**config.mk**
```make
export PLATFORM = sky130hd
export DESIGN_NAME = evo_pacer
export DESIGN_NICKNAME = d
export VERILOG_FILES = /design/src/rtl/game_pkg.sv /design/src/rtl/tick_divider.sv /design/src/rtl/evo_pacer.sv
export SDC_FILE = /design/constraint.sdc
export NUM_CORES = 1
export LEC_CHECK = 0
export CAP_MARGIN = 0
export CORE_MARGIN = 8
export CORE_UTILIZATION = 43
export DETAILED_ROUTE_END_ITERATION = 10
export HOLD_SLACK_MARGIN = 0.02
export SYNTH_ARGS = -nofsm -noshare
export SYNTH_HDL_FRONTEND = slang
export SYNTH_SLANG_ARGS = --single-unit
```
**constraint.sdc**
```tcl
create_clock -name clk -period 4.8 [get_ports clk]
set_clock_uncertainty 0.05 [all_clocks]
set_input_delay 0.96 -clock clk [delete_from_list [all_inputs] [get_ports clk]]
set_output_delay 0.96 -clock clk [all_outputs]
set_load 0.02 [all_outputs]
```
**src/rtl/game_pkg.sv**
```systemverilog
// Shared definitions for the Round evolution engine: grid defaults, the pacing
// FSM state encoding, and the last-RAM-word address helper.
package game_pkg;

  localparam int P_PARAM_M_DEF = 5;
  localparam int P_PARAM_N_DEF = 5;
  localparam int BLOCK_LEN_DEF = 1;
  localparam int WIDTH_DEF     = 12;

  typedef enum logic [1:0] {
    IDLE     = 2'd0,
    WAIT     = 2'd1,
    EVOLVING = 2'd2
  } state_t;

  // Address of the final RAM word Round writes in one generation.
  function automatic int last_pos(input int m, input int n, input int blk);
    return (m * n / blk) - 1;
  endfunction

endpackage

```
**src/rtl/tick_divider.sv**
```systemverilog
// Free-running period divider; tick is asserted while the count has reached
// period-1, so shrinking the period mid-count fires on the next cycle.
module tick_divider #(
  parameter int W = 8
) (
  input  logic         clk,
  input  logic         rst,
  input  logic         enable,
  input  logic         clear,
  input  logic [W-1:0] period,
  output logic         tick
);

  logic [W-1:0] count;

  assign tick = enable & (count >= (period - W'(1)));

  // Count while enabled; wrap on tick, hold while disabled.
  always_ff @(posedge clk or negedge rst) begin
    if (!rst) begin
      count <= {W{1'b0}};
    end else if (clear) begin
      count <= {W{1'b0}};
    end else if (tick) begin
      count <= {W{1'b0}};
    end else if (enable) begin
      count <= count + W'(1);
    end else begin
      count <= count;
    end
  end

endmodule

```
**src/rtl/evo_pacer.sv**
```systemverilog
// Pacing stage for Round: issues toggle-style generation requests, tracks
// completion from the RAM write stream, and keeps generation/error status.
module evo_pacer
  import game_pkg::*;
#(
  parameter int P_PARAM_M = P_PARAM_M_DEF,
  parameter int P_PARAM_N = P_PARAM_N_DEF,
  parameter int BLOCK_LEN = BLOCK_LEN_DEF,
  parameter int WIDTH     = WIDTH_DEF,
  parameter int BASE_DIV  = 1000000,
  parameter int SPEED_W   = 3,
  parameter int GEN_W     = 16,
  parameter int TIMEOUT   = 65535
) (
  input  logic                 clk,
  input  logic                 rst,
  input  logic                 start,
  input  logic                 pause,
  input  logic                 step,
  input  logic [SPEED_W-1:0]   speed,
  input  logic                 wden,
  input  logic [2*WIDTH-1:0]   round_write_pos,
  output logic                 global_evo_en,
  output logic                 busy,
  output logic                 gen_done,
  output logic [GEN_W-1:0]     gen_count,
  output logic                 overrun,
  output logic                 timeout_err
);

  localparam int PERIOD_W = $clog2((2 ** SPEED_W) * BASE_DIV + 1);
  localparam int TO_W     = $clog2(TIMEOUT + 1);
  localparam logic [2*WIDTH-1:0] LAST_POS =
    (2*WIDTH)'(last_pos(P_PARAM_M, P_PARAM_N, BLOCK_LEN));

  state_t              state, state_nx;
  logic                start_q;
  logic [TO_W-1:0]     tcnt, tcnt_nx;
  logic [PERIOD_W-1:0] period;
  logic                tick, div_clear, div_enable, start_edge, last_write;
  logic                evo_en_nx, busy_nx, done_nx, ovr_nx, to_nx;
  logic [GEN_W-1:0]    cnt_nx;

  assign period     = PERIOD_W'((PERIOD_W'(speed) + PERIOD_W'(1)) * PERIOD_W'(BASE_DIV));
  assign start_edge = start & ~start_q;
  assign last_write = wden & (round_write_pos == LAST_POS);
  assign div_enable = (state != IDLE) & ~pause;

  tick_divider #(.W(PERIOD_W)) u_div (
    .clk    (clk),
    .rst    (rst),
    .enable (div_enable),
    .clear  (div_clear),
    .period (period),
    .tick   (tick)
  );

  // Next-state and next-output logic; a start edge overrides everything.
  always_comb begin
    state_nx  = state;
    evo_en_nx = global_evo_en;
    busy_nx   = busy;
    done_nx   = 1'b0;
    cnt_nx    = gen_count;
    ovr_nx    = overrun;
    to_nx     = timeout_err;
    tcnt_nx   = tcnt;
    div_clear = 1'b0;
    if (start_edge) begin
      // Round clears its previous-enable copy on the same edge, so restart low.
      state_nx  = WAIT;
      evo_en_nx = 1'b0;
      busy_nx   = 1'b0;
      cnt_nx    = {GEN_W{1'b0}};
      ovr_nx    = 1'b0;
      to_nx     = 1'b0;
      tcnt_nx   = {TO_W{1'b0}};
      div_clear = 1'b1;
    end else begin
      case (state)
        IDLE: begin
          state_nx = IDLE;
        end
        WAIT: begin
          if (tick || (pause && step)) begin
            state_nx  = EVOLVING;
            evo_en_nx = ~global_evo_en;
            busy_nx   = 1'b1;
            tcnt_nx   = {TO_W{1'b0}};
          end else begin
            state_nx = WAIT;
          end
        end
        EVOLVING: begin
          if (last_write) begin
            state_nx  = WAIT;
            busy_nx   = 1'b0;
            done_nx   = 1'b1;
            cnt_nx    = gen_count + GEN_W'(1);
            div_clear = 1'b1;
          end else begin
            if (tick || step) begin
              ovr_nx = 1'b1;
            end else begin
              ovr_nx = overrun;
            end
            if (tcnt >= TO_W'(TIMEOUT - 1)) begin
              state_nx = WAIT;
              busy_nx  = 1'b0;
              to_nx    = 1'b1;
            end else begin
              tcnt_nx = tcnt + TO_W'(1);
            end
          end
        end
        default: begin
          state_nx = IDLE;
        end
      endcase
    end
  end

  // State and output registers.
  always_ff @(posedge clk or negedge rst) begin
    if (!rst) begin
      state         <= IDLE;
      start_q       <= 1'b0;
      tcnt          <= {TO_W{1'b0}};
      global_evo_en <= 1'b0;
      busy          <= 1'b0;
      gen_done      <= 1'b0;
      gen_count     <= {GEN_W{1'b0}};
      overrun       <= 1'b0;
      timeout_err   <= 1'b0;
    end else begin
      state         <= state_nx;
      start_q       <= start;
      tcnt          <= tcnt_nx;
      global_evo_en <= evo_en_nx;
      busy          <= busy_nx;
      gen_done      <= done_nx;
      gen_count     <= cnt_nx;
      overrun       <= ovr_nx;
      timeout_err   <= to_nx;
    end
  end

endmodule

```
# == Word level (Yosys, flattened, before mapping) ==
# Cells that the tools add are included.
# word_totals
ff_bits,63
latchBits,0
mem_bits_rw,0
mem_bits_ro,0
in_bits,33
output_inout_bits,21
mem_count,0
# classes
n_addsub,5
multipliers,1
n_div,0
magnitude_cmp,2
n_eq_ne,8
n_shift,0
mux,36
bitwise_logic,7
n_reduce_logical,18
# ops
op,count
$mux 16,7
$mux 23,3
$add 16x1->16 const B,2
$pmux 16 s2,1
$eq 24x5->1 const B,1
$add 23x1->23 const B,1
$ge 23x23->1,1
$sub 23x1->23 const B,1
$mux 1,19
$mul 4x14->17 const B,1
$ge 16x16->1 const B,1
$reduce_bool 2->1,7
$ne 3x3->1 const B,3
$reduce_and 3->1,3
$mux 2,4
$reduce_bool 3->1,2
$add 3x1->4 const B,1
$and 1x1->1,4
$ne 4x4->1 const B,1
$pmux 2 s2,1
$reduce_and 2->1,2
$reduce_and 4->1,1
$not 1->1,3
$eq 2x1->1 const B,1
5 further kinds,6

# == Logic depth before layout (Yosys ltp) ==
# depth
ltp_word,10
mapped_depth,24
mapped_depth_nobuf,21

# == Modules after synthesis ==
# From an unflattened synthesis, not the netlist that was laid out.
# hier_totals
cells_unflattened,616
hier_area_um2,5377.7
# modules_own_cells
module,n_inst,cells_each,area_each_um2,seq_area_each_um2
evo_pacer,1,314,2906.5,1001.0
tick_divider,1,302,2471.1,575.6

# == Least setup slack after synthesis ==
# OpenSTA, ideal clock, no wires.
# synth_timing
path_type,in2reg
from,input speed[0]
to,register tcnt[6]
setup_time_ps,132
arrival_time_ps,5323
required_time_ps,4618
setup_slack_ps,-705
cell_stages,21
n_path_buf,1
cell_sequence,ha_1 > xor2_1 > inv_1 > fa_1 > xor2_1 > ha_1 > ha_1 > a21o_1 > a21oi_1 > xnor2_1 > a2111oi_1 > xnor2_1 > xnor2_1 > ha_1 > nand3_1 > a21oi_1 > o211a_2 > o211ai_2 > buf_2 > o211ai_1 > o41ai_2
# synth_via
elab_chain_cells,8
# synth_rtl
item,line,source
start: declaration,evo_pacer.sv:20,"input logic [SPEED_W-1:0] speed,"
$add 3x1->4,evo_pacer.sv:44,assign period = PERIOD_W'((PERIOD_W'(speed) + PERIOD_W'(1)) * PERIOD_W'(BASE_DIV));
$mul 4x14->17,evo_pacer.sv:44,
$sub 23x1->23,tick_divider.sv:16,assign tick = enable & (count >= (period - W'(1)));
$ge 23x23->1,tick_divider.sv:16,
$and 1x1->1,tick_divider.sv:16,
$logic_or 1x1->1,evo_pacer.sv:85,if (tick || (pause && step)) begin
$ne 3x3->1 (no line),--,
$reduce_and 4->1 (no line),--,
end signal: assignment,evo_pacer.sv:128,tcnt <= {TO_W{1'b0}};
end signal: assignment,evo_pacer.sv:138,tcnt <= tcnt_nx;
end: declaration,evo_pacer.sv:38,"logic [TO_W-1:0] tcnt, tcnt_nx;"
# No other way between the ends.
# A chain may end at the register's enable or synchronous reset.

# == Worst setup path after layout ==
# layout_timing
from,input speed[1]
to,register u_div.count[1]
# layout_via
elab_chain_cells,7
# layout_rtl
item,line,source
$add 3x1->4 (*),evo_pacer.sv:44,
$mul 4x14->17 (*),evo_pacer.sv:44,
$sub 23x1->23 (*),tick_divider.sv:16,
$ge 23x23->1 (*),tick_divider.sv:16,
$and 1x1->1 (*),tick_divider.sv:16,
$mux 23,tick_divider.sv:24,end else if (tick) begin
$mux 23,tick_divider.sv:22,end else if (clear) begin
end signal: assignment,tick_divider.sv:21,count <= {W{1'b0}};
end signal: assignment,tick_divider.sv:23,count <= {W{1'b0}};
end signal: assignment,tick_divider.sv:25,count <= {W{1'b0}};
end: declaration,tick_divider.sv:14,logic [W-1:0] count;
# Mark *: on every way between the ends. The rest lies on a longest branch, timed or not.

==> impl_metrics.ini <==
[outcome]
status = finished with violations
violations = setup timing

[cts]
cts-root-buf = clkbuf_8
clkLatencyLatePin_ns = 0.34
clock-sinks = 63
clk_pin_slew_ns = 0.07
cts_hold_buf = 0
cts_buffers = 9
cts_buffer_depth = 2
cts_tree = built
cts_max_level = 3

[yosys]
synth_ff_type = dfrtp_1
yosysTopAreaCell = dfrtp_1
synth.top_cell.area_share_pct = 34.1
syn_nets = 601
synth.avg_cell_area_um2 = 8.82
synthTopCellsByArea = dfrtp_1 (34%), ha_1 (11%), nand3_1 (5.4%), nor2_1 (3.7%), a21o_1 (3.6%)
ys_warn_count = 0
syn_inst = 524
ys_types = 61
async_flop_share_pct = 100
synth_edf_count = 0
synth_area_mm2 = 0.00462
ys_ff_latch = 63
synth_seq_area_share_pct = 34.1

[cells_and_area]
fin_cells = 776
area_delta_synth_final_pct = 37.9
final_area_mm2 = 0.00637
final_common_cell = dfrtp_1
final_cell_mix = dfrtp_1 (63), clkdlybuf4s50_1 (49), nor2_1 (45), buf_4 (41), nand3_1 (40)
fillers = 984
drive_gt1_share_pct = 24.2
num_antenna_cells = 0
final_nets = 708
postLayoutCoreUtil_pct = 59.8

[sta]
slew_headroom_pct = 31.4
setup_violations = 42
final.period_utilization_pct = 105
rsz0062_at_grt = true
hold_viol = 0
max_freq_ghz = 0.199
slew_violations = 0
fin_crit_ns = 5.03
fin_ws_ns = -0.227
worst_pin_slew_ns = 1.02

[drt]
dr.pass1.iters = 4
vias = 4271
ant_nets = 0
vias_per_cell = 5.50
drt_iter0_drc = 300
drc = 0
wl_um = 12400
wire_per_inst_um = 16.0

[power]
p_per_area_mw_per_mm2 = 313
leakagePower_nw = 2.84
ir_worst_vdd_mv = 0.152
p_total_mw = 1.99

[hold_path]
min_path_type = reg -> reg

[critical_path]
start_kind = primary input
crit_arrival_ns = 5.20
critPathMaxFanout = 7
cp-end-kind = flip-flop
r2r_slack_ns = 2.10
cp.required_ns = 4.98
critical_path_class = in -> reg

[floorplanning]
std_cell_rows = 38
die_h_um = 120
io_pins = 54
core_area_mm2 = 0.0107
die_area_mm2 = 0.0143
start_util_pct = 43.4
die_w_um = 120

[global_route]
antenna_found_initial = 0
grt_max_degree = 38
gr-total-overflow = 0
track_usage_pct = 18.2
grt_pass1_wl_um = 21600
grt_pass1_vias = 4545

[job]
cap_violations = 0

[place]
dp_hpwl_um = 9070
numPortBuffers = 53
place_ws_ns = -1.14
placedInstanceArea_mm2 = 0.00580
gp_congestion = 0.837
dp_cells = 747
[power breakdown]
group | switching [mW] | leakage (nW) | internal [mW]
registers | 0.0312 | 0.872 | 0.558
logic | 0.475 | 1.88 | 0.474
clock network | 0.216 | 0.0960 | 0.238
total | 0.722 | 2.84 | 1.27
[Yosys cell counts, types with 4 or more instances]
master and count:
nand4_1 11, ha_1 39, nand2_1 41, xnor2_1 15
nor3b_1 5, fa_1 5, inv_1 31, nor3_1 13
mux2i_1 4, o21ai_0 5, clkbuf_1 7, o21ai_1 19
nor4_1 11, nor2_1 46, o211ai_1 4, a21o_1 22
o21a_1 4, dfrtp_1 63, a21oi_1 19, a22o_1 5
and3_1 9, nand3_1 50, buf_2 7, xor2_1 17
or3_1 13
[sequential cells by signal, summed over array words and instances (netlist names)]
name	cells
state	2
global_evo_en	1
tcnt	16
u_div.count	23
gen_done	1
timeout_err	1
busy	1
overrun	1
start_q	1
gen_count	16
[path summary, 6_finish.rpt]
path | from | endpoint | cells after the start
max | speed[1] | u_div.count[1] | 23
min | timeout_err | timeout_err | 2
max reg2reg | tcnt[0] | tcnt[13] | 9
min reg2reg | timeout_err | timeout_err | 2
max in group asynchronous | rst | gen_count[14] | 2
min in group asynchronous | rst | tcnt[7] | 1
[metal layers]
layer / part of all wire [%] / global-route usage (%)
met1: 45 / 22.4
met2: 48 / 30.7
met3: 4.7 / 4.65
met4: 1.3 / 5.54
met5: 0 / 0
[cell type report]
type | instances | area [um^2] | area share, %
multi-input combinational | 412 | 3210 | 50.4
sequential | 63 | 1580 | 24.7
timing repair buffer | 113 | 1100 | 17.2
tap | 140 | 175 | 2.75
clock buffer | 10 | 128 | 2.00
inverter | 32 | 124 | 1.94
clock inverter | 6 | 61.3 | 0.962
[worst max-delay path, stage by stage]
cell and delay, ns:
buf_8 0.10, ha_4 0.17, xor2_4 0.16, buf_12 0.13, ha_4 0.25, inv_2 0.03, fa_1 0.49, inv_2 0.06
fa_2 0.35, buf_6 0.13, xor2_2 0.15, nor2_1 0.08, a2111oi_2 0.42, xnor2_1 0.18, xnor2_1 0.10, ha_1 0.32
nand3_2 0.08, a21oi_2 0.14, o211ai_1 0.18, buf_4 0.19, and3_4 0.17, buf_8 0.14, a22o_1 0.22
[kinds of logic after synthesis]
kind of cell,synth area share (%)
AOI/OAI and AO/OA,16.2
xor gates and xnor gates,6.58
adders and majority gates,12.7
buffers and inverters,4.49
DFF,34.1
muxes,1.11
other,0.0812
and+or+nand+nor,24.7
[through the flow]
step | TNS [ns] | hold slack, ns
6_report | -6.34 | 0.468
5_1_grt | -16.23 | 0.513
4_1_cts | -9.87 | 0.476
3_5_place_dp | -45.29 | 0.452
3_3_place_gp | -39.46 | 0.438
2_1_floorplan | -9.57 | 0.426
[repair_timing]
item / CTS / global route
pin swaps: 34 / 25
gates cloned: 5 / 0
endpoints found under the setup margin: 44 / 44
gates resized for setup: 62 / 24
setup buffers: 8 / 1
(Power assumes the default switching activity.)
